**src/rtl/dca_matrix_lsu_inst_arbiter_if.sv**
```systemverilog
// ============================================================================
// Module      : dca_matrix_lsu_inst_arbiter_if
// Description : Requester-side and LSU-side instruction bus of the LSU arbiter.
// Revision    : 1.0 - initial release
// ============================================================================
`default_nettype none

interface dca_matrix_lsu_inst_arbiter_if #(
    parameter int NUM_REQ = 2,
    parameter int BW_INST = 32
);
    logic [NUM_REQ-1:0]         req_wvalid;
    logic [NUM_REQ*BW_INST-1:0] req_wdata;
    logic [NUM_REQ-1:0]         req_wready;
    logic [NUM_REQ-1:0]         req_decode_finish;
    logic [NUM_REQ-1:0]         req_execute_finish;
    logic                       lsu_inst_wvalid;
    logic [BW_INST-1:0]         lsu_inst_wdata;
    logic                       lsu_inst_wready;
    logic                       lsu_inst_decode_finish;
    logic                       lsu_inst_execute_finish;

    // Drives requests and LSU responses (requesters plus LSU model)
    modport master (
        output req_wvalid, req_wdata,
        output lsu_inst_wready, lsu_inst_decode_finish, lsu_inst_execute_finish,
        input  req_wready, req_decode_finish, req_execute_finish,
        input  lsu_inst_wvalid, lsu_inst_wdata
    );

    // The arbiter itself
    modport slave (
        input  req_wvalid, req_wdata,
        input  lsu_inst_wready, lsu_inst_decode_finish, lsu_inst_execute_finish,
        output req_wready, req_decode_finish, req_execute_finish,
        output lsu_inst_wvalid, lsu_inst_wdata
    );
endinterface

`default_nettype wire

```
**src/rtl/dca_matrix_lsu_inst_arbiter.sv**
```systemverilog
// ============================================================================
// Module      : dca_matrix_lsu_inst_arbiter
// Description : Round-robin share of one matrix LSU instruction port, with
//               in-order routing of decode/execute finish pulses to requesters.
// Revision    : 1.0 - initial release
// ============================================================================
`default_nettype none

module dca_matrix_lsu_inst_arbiter #(
    parameter int NUM_REQ         = 2,
    parameter int BW_INST         = 32,
    parameter int MAX_OUTSTANDING = 4
) (
    input  wire                              clk,
    input  wire                              rstnn,
    input  wire                              clear_i,
    input  wire                              enable_i,
    dca_matrix_lsu_inst_arbiter_if.slave     bus,
    output logic                             busy_o,
    output logic                             protocol_error_o
);
    localparam int BW_ID   = $clog2(NUM_REQ);
    localparam int BW_OUT  = $clog2(MAX_OUTSTANDING + 1);
    localparam int BW_PTR  = $clog2(MAX_OUTSTANDING) + 1;
    localparam int BW_ADDR = BW_PTR - 1;

    localparam logic [0:0] S_IDLE  = 1'b0;
    localparam logic [0:0] S_ISSUE = 1'b1;

    localparam logic [NUM_REQ-1:0] ONE_HOT0 = NUM_REQ'(1);

    logic [0:0]         state_q, state_d;
    logic [BW_ID-1:0]   grant_q, grant_d;
    logic [BW_ID-1:0]   rr_ptr_q, rr_ptr_d;
    logic [BW_OUT-1:0]  outstanding_q;
    logic               perr_q;
    logic [BW_PTR-1:0]  dq_wr_q, dq_rd_q, eq_wr_q, eq_rd_q;
    logic [BW_ID-1:0]   dq_mem_q [MAX_OUTSTANDING];
    logic [BW_ID-1:0]   eq_mem_q [MAX_OUTSTANDING];

    logic [BW_ID-1:0]   w_arb_idx;
    logic [BW_INST-1:0] w_grant_data;
    logic               w_lsu_wvalid;
    logic               w_accept;
    logic               w_full;
    logic               w_dq_empty, w_eq_empty;
    logic               w_dq_pop, w_eq_pop;
    logic [BW_ID-1:0]   w_dq_head, w_eq_head;

    // First valid requester at or after the round-robin pointer
    always_comb begin
        int cand;
        logic found;
        cand      = 0;
        found     = 1'b0;
        w_arb_idx = rr_ptr_q;
        for (int k = 0; k < NUM_REQ; k++) begin
            cand = int'(rr_ptr_q) + k;
            if (cand >= NUM_REQ) begin
                cand = cand - NUM_REQ;
            end
            if (!found && bus.req_wvalid[BW_ID'(cand)]) begin
                found     = 1'b1;
                w_arb_idx = BW_ID'(cand);
            end
        end
    end

    always_comb begin
        w_grant_data = '0;
        for (int i = 0; i < NUM_REQ; i++) begin
            if (grant_q == BW_ID'(i)) begin
                w_grant_data = bus.req_wdata[i*BW_INST +: BW_INST];
            end
        end
    end

    assign w_full = (outstanding_q == BW_OUT'(MAX_OUTSTANDING));

    // FSM: state register
    always_ff @(posedge clk or negedge rstnn) begin
        if (!rstnn) begin
            state_q  <= S_IDLE;
            grant_q  <= '0;
            rr_ptr_q <= '0;
        end else if (clear_i) begin
            state_q  <= S_IDLE;
            grant_q  <= '0;
            rr_ptr_q <= '0;
        end else begin
            state_q  <= state_d;
            grant_q  <= grant_d;
            rr_ptr_q <= rr_ptr_d;
        end
    end

    // FSM: next state; enable_i=0 freezes everything (w_accept is already gated)
    always_comb begin
        state_d  = state_q;
        grant_d  = grant_q;
        rr_ptr_d = rr_ptr_q;
        case (state_q)
            S_IDLE: begin
                if (enable_i && (|bus.req_wvalid) && !w_full) begin
                    grant_d = w_arb_idx;
                    state_d = S_ISSUE;
                end
            end
            S_ISSUE: begin
                if (w_accept) begin
                    state_d  = S_IDLE;
                    rr_ptr_d = (grant_q == BW_ID'(NUM_REQ - 1)) ? '0 : grant_q + 1'b1;
                end else if (enable_i && !bus.req_wvalid[grant_q]) begin
                    state_d = S_IDLE;
                end
            end
            default: state_d = S_IDLE;
        endcase
    end

    // FSM: outputs
    always_comb begin
        w_lsu_wvalid       = (state_q == S_ISSUE) && enable_i && bus.req_wvalid[grant_q];
        w_accept           = w_lsu_wvalid && bus.lsu_inst_wready;
        bus.lsu_inst_wvalid = w_lsu_wvalid;
        bus.lsu_inst_wdata  = (state_q == S_ISSUE) ? w_grant_data : '0;
        bus.req_wready      = w_accept ? (ONE_HOT0 << grant_q) : '0;
    end

    // Id tracking queues: decode queue feeds execute queue, no bypass
    assign w_dq_empty = (dq_wr_q == dq_rd_q);
    assign w_eq_empty = (eq_wr_q == eq_rd_q);
    assign w_dq_head  = dq_mem_q[dq_rd_q[BW_ADDR-1:0]];
    assign w_eq_head  = eq_mem_q[eq_rd_q[BW_ADDR-1:0]];
    assign w_dq_pop   = bus.lsu_inst_decode_finish  && !w_dq_empty;
    assign w_eq_pop   = bus.lsu_inst_execute_finish && !w_eq_empty;

    assign bus.req_decode_finish  = w_dq_pop ? (ONE_HOT0 << w_dq_head) : '0;
    assign bus.req_execute_finish = w_eq_pop ? (ONE_HOT0 << w_eq_head) : '0;

    always_ff @(posedge clk) begin
        if (w_accept) begin
            dq_mem_q[dq_wr_q[BW_ADDR-1:0]] <= grant_q;
        end
        if (w_dq_pop) begin
            eq_mem_q[eq_wr_q[BW_ADDR-1:0]] <= w_dq_head;
        end
    end

    always_ff @(posedge clk or negedge rstnn) begin
        if (!rstnn) begin
            dq_wr_q       <= '0;
            dq_rd_q       <= '0;
            eq_wr_q       <= '0;
            eq_rd_q       <= '0;
            outstanding_q <= '0;
            perr_q        <= 1'b0;
        end else if (clear_i) begin
            dq_wr_q       <= '0;
            dq_rd_q       <= '0;
            eq_wr_q       <= '0;
            eq_rd_q       <= '0;
            outstanding_q <= '0;
            perr_q        <= 1'b0;
        end else begin
            dq_wr_q       <= dq_wr_q + BW_PTR'(w_accept);
            dq_rd_q       <= dq_rd_q + BW_PTR'(w_dq_pop);
            eq_wr_q       <= eq_wr_q + BW_PTR'(w_dq_pop);
            eq_rd_q       <= eq_rd_q + BW_PTR'(w_eq_pop);
            outstanding_q <= outstanding_q + BW_OUT'(w_accept) - BW_OUT'(w_eq_pop);
            if ((bus.lsu_inst_decode_finish && w_dq_empty) ||
                (bus.lsu_inst_execute_finish && w_eq_empty)) begin
                perr_q <= 1'b1;
            end
        end
    end

    assign busy_o           = (state_q != S_IDLE) || (outstanding_q != '0) || (|bus.req_wvalid);
    assign protocol_error_o = perr_q;

endmodule

`default_nettype wire

```
**src/flat_wrapper.sv**
```systemverilog
// flat-port wrapper written by rule: the top's interface ports become plain ports
module dca_matrix_lsu_inst_arbiter_flat 
#(
    parameter int NUM_REQ         = 2,
    parameter int BW_INST         = 32,
    parameter int MAX_OUTSTANDING = 4
)
  (clk, rstnn, clear_i, enable_i, busy_o, protocol_error_o, bus_req_wvalid, bus_req_wdata, bus_lsu_inst_wready, bus_lsu_inst_decode_finish, bus_lsu_inst_execute_finish, bus_req_wready, bus_req_decode_finish, bus_req_execute_finish, bus_lsu_inst_wvalid, bus_lsu_inst_wdata);
  dca_matrix_lsu_inst_arbiter_if #(.NUM_REQ(NUM_REQ), .BW_INST(BW_INST)) bus_i ();
  input  wire clk;
  input  wire rstnn;
  input  wire clear_i;
  input  wire enable_i;
  output logic busy_o;
  output logic protocol_error_o;
  input wire logic [$bits(bus_i.req_wvalid)-1:0] bus_req_wvalid;
  input wire logic [$bits(bus_i.req_wdata)-1:0] bus_req_wdata;
  input wire logic [$bits(bus_i.lsu_inst_wready)-1:0] bus_lsu_inst_wready;
  input wire logic [$bits(bus_i.lsu_inst_decode_finish)-1:0] bus_lsu_inst_decode_finish;
  input wire logic [$bits(bus_i.lsu_inst_execute_finish)-1:0] bus_lsu_inst_execute_finish;
  output wire logic [$bits(bus_i.req_wready)-1:0] bus_req_wready;
  output wire logic [$bits(bus_i.req_decode_finish)-1:0] bus_req_decode_finish;
  output wire logic [$bits(bus_i.req_execute_finish)-1:0] bus_req_execute_finish;
  output wire logic [$bits(bus_i.lsu_inst_wvalid)-1:0] bus_lsu_inst_wvalid;
  output wire logic [$bits(bus_i.lsu_inst_wdata)-1:0] bus_lsu_inst_wdata;
  assign bus_i.req_wvalid = bus_req_wvalid;
  assign bus_i.req_wdata = bus_req_wdata;
  assign bus_i.lsu_inst_wready = bus_lsu_inst_wready;
  assign bus_i.lsu_inst_decode_finish = bus_lsu_inst_decode_finish;
  assign bus_i.lsu_inst_execute_finish = bus_lsu_inst_execute_finish;
  assign bus_req_wready = bus_i.req_wready;
  assign bus_req_decode_finish = bus_i.req_decode_finish;
  assign bus_req_execute_finish = bus_i.req_execute_finish;
  assign bus_lsu_inst_wvalid = bus_i.lsu_inst_wvalid;
  assign bus_lsu_inst_wdata = bus_i.lsu_inst_wdata;
  dca_matrix_lsu_inst_arbiter #(.NUM_REQ(NUM_REQ), .BW_INST(BW_INST), .MAX_OUTSTANDING(MAX_OUTSTANDING)) u_core (.clk(clk), .rstnn(rstnn), .clear_i(clear_i), .enable_i(enable_i), .bus(bus_i), .busy_o(busy_o), .protocol_error_o(protocol_error_o));
endmodule
```
**config.mk**
```make
export PLATFORM = sky130hd
export DESIGN_NAME = dca_matrix_lsu_inst_arbiter_flat
export DESIGN_NICKNAME = d
export VERILOG_FILES = /design/src/rtl/dca_matrix_lsu_inst_arbiter_if.sv /design/src/rtl/dca_matrix_lsu_inst_arbiter.sv /design/src/flat_wrapper.sv
export SDC_FILE = /design/constraint.sdc
export NUM_CORES = 1
export LEC_CHECK = 0
export CAP_MARGIN = 20
export CORE_AREA = 10 10 88 90
export CTS_CLUSTER_DIAMETER = 200
export CTS_CLUSTER_SIZE = 28
export DETAILED_ROUTE_END_ITERATION = 16
export DIE_AREA = 0 0 98 100
export GPL_ROUTABILITY_DRIVEN = 0
export PLACE_DENSITY = 0.8
export SETUP_SLACK_MARGIN = 0.1
export SLEW_MARGIN = 20
export SYNTH_ARGS = -nofsm -noshare
export SYNTH_HDL_FRONTEND = slang
export SYNTH_SLANG_ARGS = --single-unit
```
**constraint.sdc**
```tcl
create_clock -name clk -period 3.58 [get_ports clk]
set_clock_uncertainty 0.15 [all_clocks]
set_input_delay 0.716 -clock clk [delete_from_list [all_inputs] [get_ports clk]]
set_output_delay 0.716 -clock clk [all_outputs]
set_load 0.05 [all_outputs]
```
; ---- Word level (Yosys, flattened, before mapping)
; Memories as Yosys holds them, arrays and structs flattened.
; Index checks and enable logic that the tools add are counted.
[totals]
reg_bits = 19
latch_bits = 0
mem_bits_rw = 8
romBits = 0
inputBits = 73
output_inout_bits = 41
elab_cells = 100
memories = 2
[memory_table]
columns = name, depth, width, read_ports, rd_clocked_by_memory_dff, write_ports, line_no
row1 = u_core.dq_mem_q, 4, 1, 1, 0, 1, dca_matrix_lsu_inst_arbiter.sv:38  ; logic [BW_ID-1:0] dq_mem_q [MAX_OUTSTANDING];
row2 = u_core.eq_mem_q, 4, 1, 1, 0, 1, dca_matrix_lsu_inst_arbiter.sv:39  ; logic [BW_ID-1:0] eq_mem_q [MAX_OUTSTANDING];
[op_classes]
addsub = 10
mul = 0
div = 0
order_cmp = 5
n_eq_ne = 4
shifts = 3
mux = 39
bitwise = 1
reduce_logical = 27
[op_table]
columns = op, count
row1 = 32-bit two-way mux, 2
row2 = 1-bit two-way mux, 28
row3 = 3-bit by 1-bit adder with 3-bit output, 5
row4 = 3-bit two-way mux, 5
row5 = 1-bit logical AND, 11
row6 = 2-bit nonzero test, 4
row7 = 3-bit equality test, 2
row8 = 1-bit by 3-bit less-than comparator with 1-bit output (second input constant), 2
row9 = 2-bit two-way mux, 3
row10 = 1-bit by 1-bit left shift with 2-bit output (first input constant), 3
row11 = 1-bit logical NOT, 5
row12 = 2-bit AND reduction, 2
row13 = 3-bit equality test (second input constant), 1
row14 = 1-bit logical OR, 3
row15 = 3-bit nonzero test, 1
row16 = 3-bit by 1-bit subtractor with 3-bit output, 1
row17 = 1-bit by 1-bit adder with 2-bit output (second input constant), 1
row18 = 1-bit by 2-bit greater-or-equal comparator with 1-bit output (second input constant), 1
row19 = 2-bit greater-or-equal comparator (second input constant), 1
row20 = 1-bit by 2-bit less-than comparator with 1-bit output (second input constant), 1
row21 = 2-bit != test (second input constant), 1
row22 = 1-bit one-hot mux with 2 select lines, 1
row23 = 2-bit OR reduction, 1
row24 = 1-bit subtractor (second input constant), 2
row25 = other kinds (2), 2

; ---- Depth between registers and ports, before layout
; Gate-level depths: netlist (run 1).
[depth]
depth_word = 12
depth_mapped = 9
ltp_nobuf = 8

; ---- Worst setup path before layout (run 1)
; OpenSTA, ideal clock, no wires.
[synth_path]
path_type = reg-to-output
from = reg u_core.eq_rd_q[0]
to = out bus_req_execute_finish[0]
t_arrival_ps = 1649
t_required_ps = 2714
slack_ps = 1065
path_stages_with_launch = 4
path_buffers = 1
cell_sequence = dfrtp_1 -> buf_2 -> mux4_2 -> nor2_1
[synth_via]
elab_chain_cells = 4
word_cells_on_any_way = 6
classes_between = eq/ne: 1 / shift: 1 / mux: 1 / reduce/logical: 2 / memory: 1
[synth_rtl]
columns = item, line_no
row1 = from (decl), dca_matrix_lsu_inst_arbiter.sv:37  ; logic [BW_PTR-1:0] dq_wr_q, dq_rd_q, eq_wr_q, eq_rd_q;
row2 = from (signal assigned), dca_matrix_lsu_inst_arbiter.sv:169  ; eq_rd_q <= eq_rd_q + BW_PTR'(w_eq_pop);
row3 = "parallel branches: the longest is 3 deep, another holds memory 4 x 1 bit", -
row4 = 2-bit two-way mux (*), dca_matrix_lsu_inst_arbiter.sv:139  ; assign bus.req_execute_finish = w_eq_pop ? (ONE_HOT0 << w_eq_head) : '0;
row5 = to (decl), flat_wrapper.sv:23  ; output wire logic [$bits(bus_i.req_execute_finish)-1:0] bus_req_execute_finish;
; Every way passes the cells marked *.

; ---- Final worst setup path (run 1)
[layout_path]
from = in bus_req_wvalid[0]
to = out busy_o
[layout_via]
elab_chain_cells = 2
[layout_rtl]
columns = item, line_no
row1 = from (decl), flat_wrapper.sv:16  ; input wire logic [$bits(bus_i.req_wvalid)-1:0] bus_req_wvalid;
row2 = 2-bit OR reduction, dca_matrix_lsu_inst_arbiter.sv:178  ; assign busy_o = (state_q != S_IDLE) || (outstanding_q != '0) || (|bus.req_wvalid);
row3 = 1-bit logical OR, dca_matrix_lsu_inst_arbiter.sv:178
row4 = to (decl), flat_wrapper.sv:14  ; output logic busy_o;
; No other way between the ends.

==> flow_summary.ini, run 1 <==
[run_status]
status = finished, final reports clean

[place]
dpl.cell_count = 380
dp_hpwl_mm = 5.474
portBuffers = 113

[grt]
grt_overflow = 0
track_usage_pct = 12.92
grt_pass1_vias = 2053
grt_antenna_before_repair = 0
grt_pass1_wl_mm = 10.36
grt_max_degree = 27

[clock_tree]
worstSkewPairLatency_ns = 0.27
cts_buffer_depth = 2
cts_tree = built
postCtsSetupBuffers = 0
htree_levels = 1
cts_root_buf = clkbuf_8
path_clk_slew_ns = 0.09
cts_made_buffers = 3
clock-sinks = 27
ctsHoldBuffers = 0
ctsResizeCount = 0

[pwr]
power.total_uw = 966.4
ir_worst_vdd_uv = 206.8
p_per_area_nw_per_um2 = 293.8
p_leak_nw = 1.288

[synth]
synthesis.nets = 278
synth_seq_cells = 27
ys_seq_area_share_pct = 35.20
syn_avg_cell_area_um2 = 10.37
yosys_warnings = 0
syn_area_um2 = 2033
synthCells = 196
synth_cell_types = 35

[floorplan]
std_cell_rows = 29
io_pins = 114
core_area_um2 = 6132
initial_core_util_pct = 33.16
die_h_um = 100
dieArea_um2 = 9800
die-width_um = 98

[sta]
rsz0062_at_grt = no
finalSetupTns_ns = 0
finalSetupViolations = 0
fin_crit_sh_pct = 90.40
fin_crit_ns = 3.236
worst_hold_slack_ns = 0.3971
slew_violations = 0
max_freq_mhz = 309.0
tightest_slew_ns = 0.8840
hold_viol_final = 0
slew_headroom_pct = 40.88

[routing]
drc = 0
via_per_inst = 4.742
drt-pass1-iter-count = 4
drt_iter0_drc = 47
dr_total_vias = 1821
antenna_left = 0
wl_per_cell_um = 16.97
totalWireLength_mm = 6.515

[worst_setup_path]
critPathMaxStageDelay_ns = 0.71
path_max_fanout = 4
worstPathRequired_ns = 2.71
critPathLaunch = bus_req_wvalid[0]
crit_chain = clkdlybuf4s50_1 > or2_2 > nand2b_1 > clkdlybuf4s50_1
ff2ff_path_depth = 8
reg2reg_slack_ns = 1.02
cp.buffers_inverters = 2
cp_common_cell = clkdlybuf4s50_1
r2r-start = u_core.grant_q
crit_arrival_ns = 2.37
r2r-end = u_core.outstanding_q[1]
critPathKind = primary input to output pin
critPathLaunchType = primary input
endpoint_kind = output pin
crit_slowest_cell = clkdlybuf4s50_1
crit_family = buffers and inverters

[final_layout]
area_growth_pct = 61.78
drive_above_1_share_pct = 7.166
fillers = 576
diodes = 0
post-route-util_pct = 53.64
fin_cells = 384
layout.nets = 390

[worst_hold_path]
min_path_type = flip-flop to flip-flop
hold_end = u_core.grant_q
hp-start = u_core.rr_ptr_q
whs_path_depth = 2

[flow_run]
cap_violations = 0
worst min-delay path, cell delays in order, from the launching register on:
cell and delay, ns:
dfrtp_1 0.39, nand4_1 0.07, a21oi_1 0.06
area by class of cell:
| type | instances | area [um2] | share of cell area, % |
|---|---|---|---|
| repair buffers | 117 | 1164 | 35.37 |
| clock buffers | 4 | 45.04 | 1.369 |
| multi-input cells | 152 | 1241 | 37.73 |
| flip-flops and latches | 27 | 716.9 | 21.80 |
| well taps | 77 | 96.34 | 2.929 |
| inverters | 7 | 26.28 | 0.7988 |
state kept, by name, indices dropped and copies added (netlist names):
name and cells:
u_core.dq_mem_q 4, u_core.eq_mem_q 4, u_core.dq_rd_q 3, u_core.dq_wr_q 3
u_core.eq_rd_q 3, u_core.eq_wr_q 3, u_core.outstanding_q 3, u_core.grant_q 1
u_core.protocol_error_o 1, u_core.rr_ptr_q 1, u_core.state_q 1
synthesized netlist by cell type:
| master | instances | share of area (%) |
|---|---|---|
| nor2b_1 | 43 | 13 |
| mux2i_1 | 32 | 16 |
| dfrtp_1 | 19 | 23 |
| nor2_1 | 14 | 2.6 |
| xnor2_1 | 9 | 3.9 |
| edfxtp_1 | 8 | 12 |
| ha_1 | 8 | 4.9 |
| xor2_1 | 7 | 3.0 |
| nor3b_1 | 6 | 2.2 |
| clkbuf_1 | 5 | 0.92 |
| inv_1 | 5 | 0.92 |
| buf_2 | 4 | 0.98 |
| a21oi_1 | 3 | 0.74 |
| and2_1 | 3 | 0.92 |
| and3_1 | 2 | 0.62 |
| inv_2 | 2 | 0.37 |
| mux2_4 | 2 | 1.5 |
| mux4_2 | 2 | 2.2 |
| nand2b_1 | 2 | 0.62 |
| nand3_1 | 2 | 0.49 |
| nand4_1 | 2 | 0.62 |
| nor3_1 | 2 | 0.49 |
| o31ai_4 | 2 | 2.1 |
| a21boi_0 | 1 | 0.37 |
| a31o_1 | 1 | 0.43 |
| a41oi_1 | 1 | 0.43 |
| buf_6 | 1 | 0.55 |
| fa_1 | 1 | 0.98 |
| nand3_4 | 1 | 0.86 |
| nor4_1 | 1 | 0.31 |
| o21ai_0 | 1 | 0.25 |
| o22ai_1 | 1 | 0.31 |
| or2_2 | 1 | 0.31 |
| or3b_1 | 1 | 0.43 |
| or4b_1 | 1 | 0.49 |
metrics by stage:
step                instance area [um2]  setup WS, ns
finish                             3289        0.3437
global route                       3289        0.2603
CTS                                3289        0.3358
detailed placement                 3244        0.3500
global placement                   3244        0.3545
floorplan                          2033         1.065
report_power, final:
group	internal, mW	switching [mW]
Combinational	0.204	0.230
Sequential	0.334	0.0255
Clock	0.0798	0.0924
cells in the final DEF (no fill, tap or decap), types with 2 or more instances in the layout:
cell and instances:
buf_4 7, o31ai_4 2, nor2_1 14, inv_1 5
edfxtp_1 8, dfrtp_1 18, nor3_1 2, and3_1 2
clkbuf_8 3, nand4_1 2, clkdlybuf4s50_1 109, xor2_1 7
mux2i_1 32, ha_1 8, mux4_2 2, and2_1 3
nor2b_1 43, mux2_4 2, nand3_1 2, a21oi_1 3
inv_2 2, xnor2_1 9, nor3b_1 6, nand2b_1 2
how the worst max path moves through the flow:
stage / slack (ns) / depth (start not counted) / endpoint
after floorplan: 1.07 / 3 / bus_req_execute_finish[0]
after CTS: 0.34 / 4 / bus_lsu_inst_wdata[14]
final: 0.34 / 4 / busy_o
after global routing: 0.26 / 4 / bus_lsu_inst_wdata[7]
after detailed placement: 0.35 / 4 / busy_o
after global placement: 0.35 / 4 / busy_o
layer usage:
layer  routed length [um]  GRT usage, %
met4                   45         3.020
met1                 2532         13.34
met3                 1120         9.684
met2                 2817         20.56
met5                    0             0
cells by family after synthesis:
kind of cell               Yosys count  synth area share, %
AOI/OAI and AO/OA                   10                4.615
and+or+nand+nor                     81                24.19
buffers and inverters               17                3.754
xor gates and xnor gates            16                6.893
adders and majority gates            9                5.908
muxes                               36                19.45
DFF                                 27                35.20
No activity file was read; power rests on OpenSTA's default activity.
==> run 2: changes to the inputs <==
==> constraint.sdc (replaced) <==
create_clock -name clk -period 3.6 [get_ports clk]
set_clock_uncertainty 0.15 [all_clocks]
set_input_delay 0.72 -clock clk [delete_from_list [all_inputs] [get_ports clk]]
set_output_delay 0.72 -clock clk [all_outputs]
set_load 0.05 [all_outputs]
==> flow_summary.ini, run 2 (same netlist as run 1, synthesis figures left out) <==
[floorplan]
die-width_um = 98
initial_core_util_pct = 33.16
io_pins = 114
std_cell_rows = 29
die_h_um = 100
core_area_um2 = 6132
dieArea_um2 = 9800

[routing]
totalWireLength_mm = 6.655
drt-pass1-iter-count = 4
drt_iter0_drc = 59
dr_total_vias = 1851
via_per_inst = 4.833
drc = 0
antenna_left = 0
wl_per_cell_um = 17.38

[sta]
rsz0062_at_grt = no
slew_headroom_pct = 40.36
finalSetupViolations = 0
max_freq_mhz = 308.9
slew_violations = 0
fin_crit_sh_pct = 89.92
fin_crit_ns = 3.237
finalSetupTns_ns = 0
hold_viol_final = 0
tightest_slew_ns = 0.8918

[final_layout]
diodes = 0
layout.nets = 389
drive_above_1_share_pct = 7.190
regArea_um2 = 716.9
layout_common_cells = clkdlybuf4s50_1 (109), nor2b_1 (43), mux2i_1 (32)
area_growth_pct = 61.60
multiInputGateArea_um2 = 1241
fillers = 558
final_common_cell = clkdlybuf4s50_1

[clock_tree]
cts_root_buf = clkbuf_8
cts_made_buffers = 3
cts_buffer_depth = 2
clock-sinks = 27
ctsResizeCount = 0
postCtsSetupBuffers = 0
worstSkewPairLatency_ns = 0.28
ctsHoldBuffers = 0
cts_tree = built
htree_levels = 1
path_clk_slew_ns = 0.09

[flow_run]
cap_violations = 0

[pwr]
ir_worst_vdd_uv = 135.9
p_per_area_nw_per_um2 = 296.3
p_leak_nw = 1.281
power.total_uw = 973.6

[grt]
grt_overflow = 0
grt_antenna_before_repair = 0
grt_max_degree = 41
grt_pass1_vias = 2094
grt_pass1_wl_mm = 10.85
track_usage_pct = 13.56

[worst_hold_path]
hp-start = u_core.rr_ptr_q
min_path_type = flip-flop to flip-flop
hold_end = u_core.grant_q
whs_path_depth = 2

[worst_setup_path]
ff2ff_path_depth = 9
critPathLaunchType = primary input
crit_arrival_ns = 2.37
path_max_fanout = 4
r2r-start = u_core.state_q
r2r-end = u_core.outstanding_q[2]
critPathKind = primary input to output pin
worstPathRequired_ns = 2.73
reg2reg_slack_ns = 1.17
endpoint_kind = output pin

[place]
portBuffers = 113
dp_hpwl_mm = 5.569

[run_status]
status = finished, final reports clean
-- run 2: cell count changes in the layout (fill, tap and decap cells not counted), sizes merged --
cell and change:
clkinvlp +1, clkbuf -1, buf -1
-- run 2: layout make-up --
type                            instances  area share [%]
Inverter                                7          0.7997
Tap cell                               77           2.932
Clock buffer                            3           1.257
Sequential cell                        27           21.82
Timing Repair Buffer                  116           35.19
Multi-Input combinational cell        152           37.78
Clock inverter                          1          0.2285
-- run 2: metrics by stage --
stage,area (um2),util [%],worst slack (ns),std cells,hold WS (ns)
after floorplan,2033,-,1.081,196,0.2744
after global placement,3237,52.79,0.3679,379,0.3722
after detailed placement,3237,52.79,0.3519,379,0.3726
after CTS,3286,53.58,0.3437,383,0.3877
after global routing,3286,53.58,0.2746,383,0.4180
final,3286,53.58,0.3628,383,0.3881
-- run 2: report_power, final --
group	switching, mW	internal [mW]
clock network	0.100	0.0788
logic	0.234	0.203
registers	0.0250	0.332
total	0.360	0.614
-- run 2: metal layers --
metal  part of all wire [%]  wire [um]  global-route usage [%]
met5                      0          0                       0
met4                   0.72         48                   3.356
met3                     16       1057                   9.066
met2                     45       2984                   21.17
met1                     39       2564                   14.92
-- run 2: how the worst max path moves through the flow --
stage                           startpoint                        end  slack (ns)
5_1_grt        bus_lsu_inst_execute_finish  bus_req_execute_finish[0]        0.27
4_1_cts                  bus_req_wvalid[0]                     busy_o        0.34
6_report                 bus_req_wvalid[0]                     busy_o        0.36
3_3_place_gp             bus_req_wvalid[0]                     busy_o        0.37
2_1_floorplan            u_core.eq_rd_q[0]  bus_req_execute_finish[0]        1.08
3_5_place_dp             bus_req_wvalid[0]                     busy_o        0.35
-- run 2: critical path, stage by stage --
cell and delay, ns:
clkdlybuf4s50_1 0.42, or2_2 0.35, nand2b_1 0.16, clkdlybuf4s50_1 0.72
==> run 3: changes to the inputs <==
--- a/config.mk
+++ b/config.mk
@@ -6,13 +6,13 @@
 export NUM_CORES = 1
 export LEC_CHECK = 0
 export CAP_MARGIN = 20
-export CORE_AREA = 10 10 88 90
+export CORE_AREA = 10 10 92 94
 export CTS_CLUSTER_DIAMETER = 200
 export CTS_CLUSTER_SIZE = 28
 export DETAILED_ROUTE_END_ITERATION = 16
-export DIE_AREA = 0 0 98 100
+export DIE_AREA = 0 0 102 104
 export GPL_ROUTABILITY_DRIVEN = 0
-export PLACE_DENSITY = 0.8
+export PLACE_DENSITY = 0.74
 export SETUP_SLACK_MARGIN = 0.1
 export SLEW_MARGIN = 20
 export SYNTH_ARGS = -nofsm -noshare
==> flow_summary.ini, run 3 (same netlist as run 1, synthesis figures left out) <==
[floorplan]
die_h_um = 104
core_area_um2 = 6681
initial_core_util_pct = 30.43
dieArea_um2 = 10610
std_cell_rows = 30
die-width_um = 102
io_pins = 114

[pwr]
ir_worst_vdd_uv = 144.2
p_seq_share_pct = 36.5
p_per_area_nw_per_um2 = 293.9
p_leak_nw = 1.277
swShare_pct = 36.49
combPwrFrac_pct = 45.1
power.total_uw = 964.6
power.share.clock_pct = 18.4
p_sw_uw = 352.0
p_int_uw = 612.6

[final_layout]
layout.nets = 388
final_common_cell = clkdlybuf4s50_1
post-route-util_pct = 49.12
area_growth_pct = 61.42
layout_common_cells = clkdlybuf4s50_1 (109), nor2b_1 (43), mux2i_1 (32)
diodes = 0
drive_above_1_share_pct = 6.885

[worst_setup_path]
endpoint_kind = output pin
critPathLaunchType = primary input
critPathKind = primary input to output pin
crit_arrival_ns = 2.31
path_max_fanout = 4
worstPathRequired_ns = 2.73

[clock_tree]
ctsResizeCount = 0
clock-sinks = 27
cts_root_buf = clkbuf_8
ctsHoldBuffers = 0
htree_levels = 1
worstSkewPairLatency_ns = 0.28
cts_made_buffers = 3
postCtsSetupBuffers = 0
path_clk_slew_ns = 0.10
cts_tree = built
cts_buffer_depth = 2

[sta]
slew_headroom_pct = 41.11
rsz0062_at_grt = no
fin_crit_sh_pct = 88.46
max_freq_mhz = 314.0
finalSetupViolations = 0
finalSetupTns_ns = 0
worst_hold_slack_ns = 0.4198
fin_crit_ns = 3.185
tightest_slew_ns = 0.8806
slew_violations = 0
hold_viol_final = 0
worst_slack_ns = 0.4153

[worst_hold_path]
min_path_type = flip-flop to flip-flop

[routing]
wl_per_cell_um = 16.08
dr_total_vias = 1772
antenna_left = 0
drt_iter0_drc = 44
via_per_inst = 4.603
totalWireLength_mm = 6.189
drc = 0
drt-pass1-iter-count = 4

[grt]
grt_pass1_vias = 2010
busiest_layer = met2
grt_antenna_before_repair = 0
grt_overflow = 0
track_usage_pct = 11.47
grt_pass1_wl_mm = 9.873
use_met2_pct = 18.68
met3_usage_pct = 9.834
grt_max_degree = 41
use_met1_pct = 10.77

[place]
portBuffers = 113
dp_hpwl_mm = 5.133
dp_slack_ns = 0.4060

[flow_run]
cap_violations = 0

[run_status]
status = finished, final reports clean
==> run 3: cell types whose count changed in the layout (fill, tap and decap cells not counted), sizes merged <==
cell / change
buf: -1
==> run 3: power by group through the flow <==
stage               combinational (mW)  sequential, mW  clock, mW
floorplan                        0.257           0.357          0
global placement                 0.436           0.358          0
detailed placement               0.440           0.359          0
CTS                              0.442           0.353      0.183
global route                     0.470           0.356      0.195
finish                           0.435           0.352      0.177
==> run 3: layer usage <==
layer | wire length [um] | vias up
met3 | 1190 | 4
met5 | 0 | -
met2 | 2706 | 91
li1 | - | 888
met1 | 2249 | 789
met4 | 42 | 0
==> run 3: final timing paths <==
kind                       cells past startpoint                 endpoint              start  slack [ns]
max in group asynchronous                      1           u_core.grant_q              rstnn        1.92
hold reg to reg                                2           u_core.grant_q    u_core.rr_ptr_q        0.42
setup reg to reg                               8  u_core.outstanding_q[2]  u_core.eq_rd_q[0]        1.26
setup / recovery                               4                   busy_o  bus_req_wvalid[0]        0.42
hold / removal                                 2           u_core.grant_q    u_core.rr_ptr_q        0.42
min in group asynchronous                      1        u_core.dq_rd_q[2]              rstnn        0.78
==> run 3: area by class of cell <==
type / instances / area, um2
inverters: 7 / 26.28
fillers: 621 / 3400
flip-flops and latches: 27 / 716.9
clock inverters: 1 / 7.507
repair buffers: 115 / 1149
multi-input cells: 152 / 1241
well taps: 80 / 100.1
clock buffers: 3 / 41.29
==> run 3: through the flow <==
step / instance area [um2] / std cells
floorplan: 2033 / 196
CTS: 3282 / 385
global route: 3282 / 385
finish: 3282 / 385
detailed placement: 3233 / 381
global placement: 3233 / 381
==> run 3: worst max-delay path, stage by stage <==
cell and delay, ns:
clkdlybuf4s50_1 0.41, or2_2 0.33, nand2b_1 0.15, clkdlybuf4s50_1 0.71
